$ cat src/rtl/nv_pg_seq_if.sv
// nv_pg_seq_if -- request/acknowledge and control bundle of the partition
// power-gating sequencer.
//   pg_off_req     : level request, 1 = partition off, 0 = on
//   pg_psw_ack     : switch-chain acknowledge, 1 = rail powered (already synchronised)
//   pg_psw_en      : power-switch enable
//   pg_iso_n       : isolation enable to the AND clamps, 0 = clamped
//   pg_clk_en      : partition clock enable
//   pg_ret_save    : one-cycle retention save pulse
//   pg_ret_restore : one-cycle retention restore pulse
//   pg_on          : partition fully on and released
//   pg_busy        : a sequence is in progress
//   pg_err         : acknowledge timeout seen in the current sequence
// master = power-management controller side, slave = sequencer side.
interface nv_pg_seq_if;
    logic pg_off_req;
    logic pg_psw_ack;
    logic pg_psw_en;
    logic pg_iso_n;
    logic pg_clk_en;
    logic pg_ret_save;
    logic pg_ret_restore;
    logic pg_on;
    logic pg_busy;
    logic pg_err;

    modport master (
        output pg_off_req, pg_psw_ack,
        input  pg_psw_en, pg_iso_n, pg_clk_en, pg_ret_save, pg_ret_restore,
               pg_on, pg_busy, pg_err
    );

    modport slave (
        input  pg_off_req, pg_psw_ack,
        output pg_psw_en, pg_iso_n, pg_clk_en, pg_ret_save, pg_ret_restore,
               pg_on, pg_busy, pg_err
    );
endinterface

$ cat src/rtl/nv_pg_seq.sv
// nv_pg_seq -- power-gating sequencer for one switchable partition, living in
// the always-on domain next to the isolation clamps.
// Power-down: ON -> CLK_OFF -> ISO -> SAVE -> PSW_OFF -(ack=0)-> OFF.
// Power-up:   OFF -> PSW_ON -(ack=1)-> RESTORE -> ISO_REL -> CLK_ON -> ON.
// Ports:
//   nvdla_core_clk : always-on clock
//   nvdla_core_rst : asynchronous active-high reset, enters PSW_ON
//   pg             : nv_pg_seq_if slave modport (request, ack, controls, status)
// Parameters: STEP_DLY cycles per timed step, ACK_TMO cycles of ack wait
// before pg_err, CNT_W counter width.
module nv_pg_seq #(
    parameter int unsigned STEP_DLY = 4,
    parameter int unsigned ACK_TMO  = 255,
    parameter int unsigned CNT_W    = 16
) (
    input  logic          nvdla_core_clk,
    input  logic          nvdla_core_rst,
    nv_pg_seq_if.slave    pg
);

    typedef enum logic [3:0] {
        ST_ON, ST_CLK_OFF, ST_ISO, ST_SAVE, ST_PSW_OFF,
        ST_OFF, ST_PSW_ON, ST_RESTORE, ST_ISO_REL, ST_CLK_ON
    } state_t;

    localparam logic [CNT_W-1:0] STEP_LAST = CNT_W'(STEP_DLY - 1);
    localparam logic [CNT_W-1:0] TMO_CNT   = CNT_W'(ACK_TMO);

    state_t            state_q, state_nxt;
    logic [CNT_W-1:0]  cnt_q, cnt_nxt, cnt_sat;
    logic              err_q, err_nxt;
    logic              step_done;

    logic psw_en_q, iso_n_q, clk_en_q, save_q, restore_q, on_q, busy_q;

    // Wait counter stops at the timeout value; reaching it flags the error.
    assign cnt_sat   = (cnt_q == TMO_CNT) ? cnt_q : cnt_q + CNT_W'(1);
    assign step_done = (cnt_q == STEP_LAST);

    always_comb begin
        state_nxt = state_q;
        cnt_nxt   = cnt_q;
        err_nxt   = err_q;
        case (state_q)
            ST_ON: begin
                cnt_nxt = '0;
                if (pg.pg_off_req) state_nxt = ST_CLK_OFF;
            end
            ST_OFF: begin
                cnt_nxt = '0;
                if (!pg.pg_off_req) state_nxt = ST_PSW_ON;
            end
            ST_CLK_OFF, ST_ISO, ST_SAVE, ST_RESTORE, ST_ISO_REL, ST_CLK_ON: begin
                if (step_done) begin
                    cnt_nxt = '0;
                    case (state_q)
                        ST_CLK_OFF: state_nxt = ST_ISO;
                        ST_ISO:     state_nxt = ST_SAVE;
                        ST_SAVE:    state_nxt = ST_PSW_OFF;
                        ST_RESTORE: state_nxt = ST_ISO_REL;
                        ST_ISO_REL: state_nxt = ST_CLK_ON;
                        default:    state_nxt = ST_ON;
                    endcase
                end else begin
                    cnt_nxt = cnt_q + CNT_W'(1);
                end
            end
            ST_PSW_OFF: begin
                if (!pg.pg_psw_ack) begin
                    state_nxt = ST_OFF;
                    cnt_nxt   = '0;
                end else begin
                    cnt_nxt = cnt_sat;
                    if (cnt_sat == TMO_CNT) err_nxt = 1'b1;
                end
            end
            ST_PSW_ON: begin
                if (pg.pg_psw_ack) begin
                    state_nxt = ST_RESTORE;
                    cnt_nxt   = '0;
                end else begin
                    cnt_nxt = cnt_sat;
                    if (cnt_sat == TMO_CNT) err_nxt = 1'b1;
                end
            end
            default: begin
                state_nxt = ST_PSW_ON;
                cnt_nxt   = '0;
            end
        endcase
        if (state_nxt == ST_ON || state_nxt == ST_OFF) err_nxt = 1'b0;
    end

    // Outputs are decoded from the next state so they register in step with it.
    always_ff @(posedge nvdla_core_clk or posedge nvdla_core_rst) begin
        if (nvdla_core_rst) begin
            state_q   <= ST_PSW_ON;
            cnt_q     <= '0;
            err_q     <= 1'b0;
            psw_en_q  <= 1'b1;
            iso_n_q   <= 1'b0;
            clk_en_q  <= 1'b0;
            save_q    <= 1'b0;
            restore_q <= 1'b0;
            on_q      <= 1'b0;
            busy_q    <= 1'b1;
        end else begin
            state_q   <= state_nxt;
            cnt_q     <= cnt_nxt;
            err_q     <= err_nxt;
            psw_en_q  <= !(state_nxt inside {ST_PSW_OFF, ST_OFF});
            iso_n_q   <= state_nxt inside {ST_ON, ST_CLK_OFF, ST_ISO_REL, ST_CLK_ON};
            clk_en_q  <= state_nxt inside {ST_ON, ST_CLK_ON};
            save_q    <= (state_nxt == ST_SAVE) && (state_q != ST_SAVE);
            restore_q <= (state_nxt == ST_RESTORE) && (state_q != ST_RESTORE);
            on_q      <= (state_nxt == ST_ON);
            busy_q    <= !(state_nxt inside {ST_ON, ST_OFF});
        end
    end

    assign pg.pg_psw_en      = psw_en_q;
    assign pg.pg_iso_n       = iso_n_q;
    assign pg.pg_clk_en      = clk_en_q;
    assign pg.pg_ret_save    = save_q;
    assign pg.pg_ret_restore = restore_q;
    assign pg.pg_on          = on_q;
    assign pg.pg_busy        = busy_q;
    assign pg.pg_err         = err_q;

endmodule

$ cat src/flat_wrapper.sv
// flat-port wrapper written by rule: the top's interface ports become plain ports
module nv_pg_seq_flat 
#(
    parameter int unsigned STEP_DLY = 4,
    parameter int unsigned ACK_TMO  = 255,
    parameter int unsigned CNT_W    = 16
)
  (nvdla_core_clk, nvdla_core_rst, pg_pg_off_req, pg_pg_psw_ack, pg_pg_psw_en, pg_pg_iso_n, pg_pg_clk_en, pg_pg_ret_save, pg_pg_ret_restore, pg_pg_on, pg_pg_busy, pg_pg_err);
  nv_pg_seq_if pg_i ();
  input  logic nvdla_core_clk;
  input  logic nvdla_core_rst;
  input wire logic [$bits(pg_i.pg_off_req)-1:0] pg_pg_off_req;
  input wire logic [$bits(pg_i.pg_psw_ack)-1:0] pg_pg_psw_ack;
  output wire logic [$bits(pg_i.pg_psw_en)-1:0] pg_pg_psw_en;
  output wire logic [$bits(pg_i.pg_iso_n)-1:0] pg_pg_iso_n;
  output wire logic [$bits(pg_i.pg_clk_en)-1:0] pg_pg_clk_en;
  output wire logic [$bits(pg_i.pg_ret_save)-1:0] pg_pg_ret_save;
  output wire logic [$bits(pg_i.pg_ret_restore)-1:0] pg_pg_ret_restore;
  output wire logic [$bits(pg_i.pg_on)-1:0] pg_pg_on;
  output wire logic [$bits(pg_i.pg_busy)-1:0] pg_pg_busy;
  output wire logic [$bits(pg_i.pg_err)-1:0] pg_pg_err;
  assign pg_i.pg_off_req = pg_pg_off_req;
  assign pg_i.pg_psw_ack = pg_pg_psw_ack;
  assign pg_pg_psw_en = pg_i.pg_psw_en;
  assign pg_pg_iso_n = pg_i.pg_iso_n;
  assign pg_pg_clk_en = pg_i.pg_clk_en;
  assign pg_pg_ret_save = pg_i.pg_ret_save;
  assign pg_pg_ret_restore = pg_i.pg_ret_restore;
  assign pg_pg_on = pg_i.pg_on;
  assign pg_pg_busy = pg_i.pg_busy;
  assign pg_pg_err = pg_i.pg_err;
  nv_pg_seq #(.STEP_DLY(STEP_DLY), .ACK_TMO(ACK_TMO), .CNT_W(CNT_W)) u_core (.nvdla_core_clk(nvdla_core_clk), .nvdla_core_rst(nvdla_core_rst), .pg(pg_i));
endmodule
$ cat config.mk
export PLATFORM = sky130hd
export DESIGN_NAME = nv_pg_seq_flat
export DESIGN_NICKNAME = d
export VERILOG_FILES = /design/src/rtl/nv_pg_seq_if.sv /design/src/rtl/nv_pg_seq.sv /design/src/flat_wrapper.sv
export SDC_FILE = /design/constraint.sdc
export NUM_CORES = 1
export LEC_CHECK = 0
export BUFFER_PORTS_ARGS = -buffer_cell sky130_fd_sc_hd__buf_2
export CORE_MARGIN = 10
export CORE_UTILIZATION = 50
export DETAILED_ROUTE_END_ITERATION = 16
export GPL_TIMING_DRIVEN = 0
export HOLD_SLACK_MARGIN = 0.02
export PLACE_DENSITY = 0.74
export SLEW_MARGIN = 20
export SYNTH_ARGS = -nofsm -noshare
export SYNTH_HDL_FRONTEND = slang
export SYNTH_SLANG_ARGS = --single-unit
export TNS_END_PERCENT = 10
$ cat constraint.sdc
create_clock -name nvdla_core_clk -period 4.95 [get_ports nvdla_core_clk]
set_input_delay 0.99 -clock nvdla_core_clk [delete_from_list [all_inputs] [get_ports nvdla_core_clk]]
set_output_delay 0.99 -clock nvdla_core_clk [all_outputs]
set_load 0.005 [all_outputs]
==> impl_metrics.ini <==
[run_status]
status = finished, final reports clean

[floorplanning]
die_y_um = 77.1
die_w_um = 77.1
dieArea_um2 = 5940
io_pins = 12
core_area_um2 = 3080
start_util_pct = 52.9
num_rows = 20

[hold_path]
hold_depth = 1
hp-class = flip-flop to flip-flop

[global_routing]
grt_pass1_vias = 1292
gr-total-overflow = 0
grt_pass1_wl_um = 6150
gr-usage-all-layers_pct = 11.9
grt_antenna_before_repair = 0
grt_max_degree = 29

[sta]
tns_ns = 0
slew_headroom_pct = 35.2
setup_viol = 0
min_period_ns = 2.52
setup_ws_ns = 2.43
maxSlewViolCount = 0
grt_setup_unrepaired = false
fmax_mhz = 397
tightest_slew_ns = 0.967
finalHoldViolCount = 0
post-route-period-util_pct = 50.8
fin_skew_ns = 0.00261

[layout]
top_register = u_core.cnt_q
diodes = 0
drive_gt1_share_pct = 14.1
multi_input_area_um2 = 847
synthToLayoutAreaGrowth_pct = 9.99
largest_reg_flops = 16
regArea_um2 = 706
reg_top3 = u_core.cnt_q: 16 flops, u_core.state_q: 4 flops
fill_cells = 282
nNetsFinal = 204

[clocking]
cts_resized = 0
holdBufCountCts = 0
cts_setup_buffers = 0
cts_tree = built
htreeDepth = 1
worstSkewPairLatency_ns = 0.33
cts.path.max_buffers = 2
cts_root_buf = clkbuf_4
clk_pin_slew_ns = 0.15
cts_buffers = 3
cts.sinks = 28

[place]
numPortBuffers = 11
dp_hpwl_um = 2590
place_congestion = 0.852
dp_slack_ns = 2.49

[route]
drc = 0
dr.first_iter.drc_count = 80
first_pass_iters = 4
ant_nets = 0
drt-total-wl_um = 3500
viasPerCell = 5.74
vias = 1388
routedWlPerCell_um = 14.5

[synth]
synthCells = 183
synth_edf_count = 0
yosysTopAreaCell = dfrtp_1
synth_seq_cells = 28
synthDistinctLibCells = 47
syn_area_um2 = 1630
ys.flop_type = dfrtp_1
synth_warnings = 0
synthArstFlopShare_pct = 100
yosysSeqAreaShare_pct = 43.4
synth_top_area_share_pct = 36.9
synth.avg_cell_area_um2 = 8.90
synth_nets = 188
synthTopCellsByArea = dfrtp_1 (37%), dfstp_2 (6.5%), nor2_1 (6.5%), xnor2_1 (5.4%), nand2_1 (3.7%)

[worst_setup_path]
cp-start-kind = flip-flop
cp.buffers_inverters = 3
crit_arrival_ns = 2.75
crit_cells = 9
crit_required_ns = 5.19
worstPathMaxFanout = 10
worstSetupPathType = flip-flop to flip-flop
worstSetupEndpointType = flip-flop
worstRegToRegCells = 9
path_cells = ha_1 -> nor3b_1 -> and4_1 -> buf_2 -> or3b_1 -> inv_1 -> nor2_1 -> buf_2 -> nor2_1
slowest_stage = dfrtp_1
max_stage_delay_ns = 0.50
crit_family = simple AND/OR/NAND/NOR gates

[power_and_ir_drop]
power_w = 0.000820
vdd_ir_drop_max_v = 0.000314
p_per_area_nw_per_um2 = 458
p_leak_nw = 0.753

[flow_run]
maxCapViolCount = 0
routing by layer:
layer  vias to the layer above  global-route usage (%)  share of wire, %
li1                        673                       -                 -
met1                       665                    16.2                48
met2                        43                    18.6                46
met3                         7                    1.52               4.7
met4                         0                    4.20               1.5
met5                         -                       0                 0
cell usage after synthesis (all sizes together), types with 3 or more instances:
master and instances:
xor2 5, dfrtp 24, a211oi 3, nand2 16
xnor2 10, mux2i 3, nand3 7, nor2b 4
nand4 4, buf 4, inv 9, nor3 6
nor4 4, a21boi 3, dfstp 4, nor2 28
o21ai 6, clkbuf 5, a21oi 8
power breakdown:
| part | total [W] | switching, W | internal [W] | leakage (nW) |
|---|---|---|---|---|
| logic | 0.000343 | 0.000211 | 0.000133 | 0.356 |
| registers | 0.000326 | 0.0000449 | 0.000281 | 0.369 |
| clock network | 0.000151 | 0.0000690 | 0.0000820 | 0.0279 |
| total | 0.000820 | 0.000325 | 0.000496 | 0.753 |
logic make-up (layout without fill, tap and decap cells):
logic type | after synthesis | count (layout) | synth area share (%)
adders and majority gates | 1 | 1 | 0.769
buffers and inverters | 18 | 33 | 4.61
AOI/OAI and AO/OA | 35 | 35 | 15.1
muxes | 3 | 3 | 1.84
and+or+nand+nor | 83 | 83 | 26.2
DFF | 28 | 28 | 43.4
xor gates and xnor gates | 15 | 15 | 8.07
final timing paths:
path	start	end	slack [ns]
max	u_core.cnt_q[0]	u_core.cnt_q[9]	2.43
min	u_core.pg.pg_err	u_core.pg.pg_err	0.52
max reg2reg	u_core.cnt_q[0]	u_core.cnt_q[9]	2.43
min reg2reg	u_core.pg.pg_err	u_core.pg.pg_err	0.52
max in group asynchronous	nvdla_core_rst	u_core.cnt_q[4]	3.78
min in group asynchronous	nvdla_core_rst	u_core.pg.pg_iso_n	0.73
metrics by stage:
| step | util, % | hold slack (ns) | instance area (um^2) | instances |
|---|---|---|---|---|
| 4_1_cts | 58.2 | 0.528 | 1790 | 242 |
| 3_3_place_gp | 56.5 | 0.470 | 1740 | 238 |
| 3_5_place_dp | 56.5 | 0.492 | 1740 | 238 |
| 5_1_grt | 58.2 | 0.540 | 1790 | 242 |
| 6_report | 58.2 | 0.520 | 1790 | 242 |
| 2_1_floorplan | - | 0.488 | 1630 | 183 |
cell type report:
type	instances	share of cell area (%)
Clock buffer	3	1.26
Tap cell	44	3.07
Sequential cell	28	39.4
Timing Repair Buffer	11	3.07
Clock inverter	1	1.68
Inverter	9	1.89
Multi-Input combinational cell	137	47.3
Buffer	9	2.31
cell usage in the layout, fill, tap and decap left out, drive strengths merged, types with 4 or more instances in the layout:
master,netlist,routed
xor2,5,5
nand2,16,16
nand3,7,7
nor3,6,6
nor2,28,28
clkbuf,5,8
nor2b,4,4
nand4,4,4
buf,4,15
inv,9,8
dfstp,4,4
a21oi,8,8
dfrtp,24,24
xnor2,10,10
o21ai,6,6
nor4,4,4
Power figures use the tool's default switching activity.
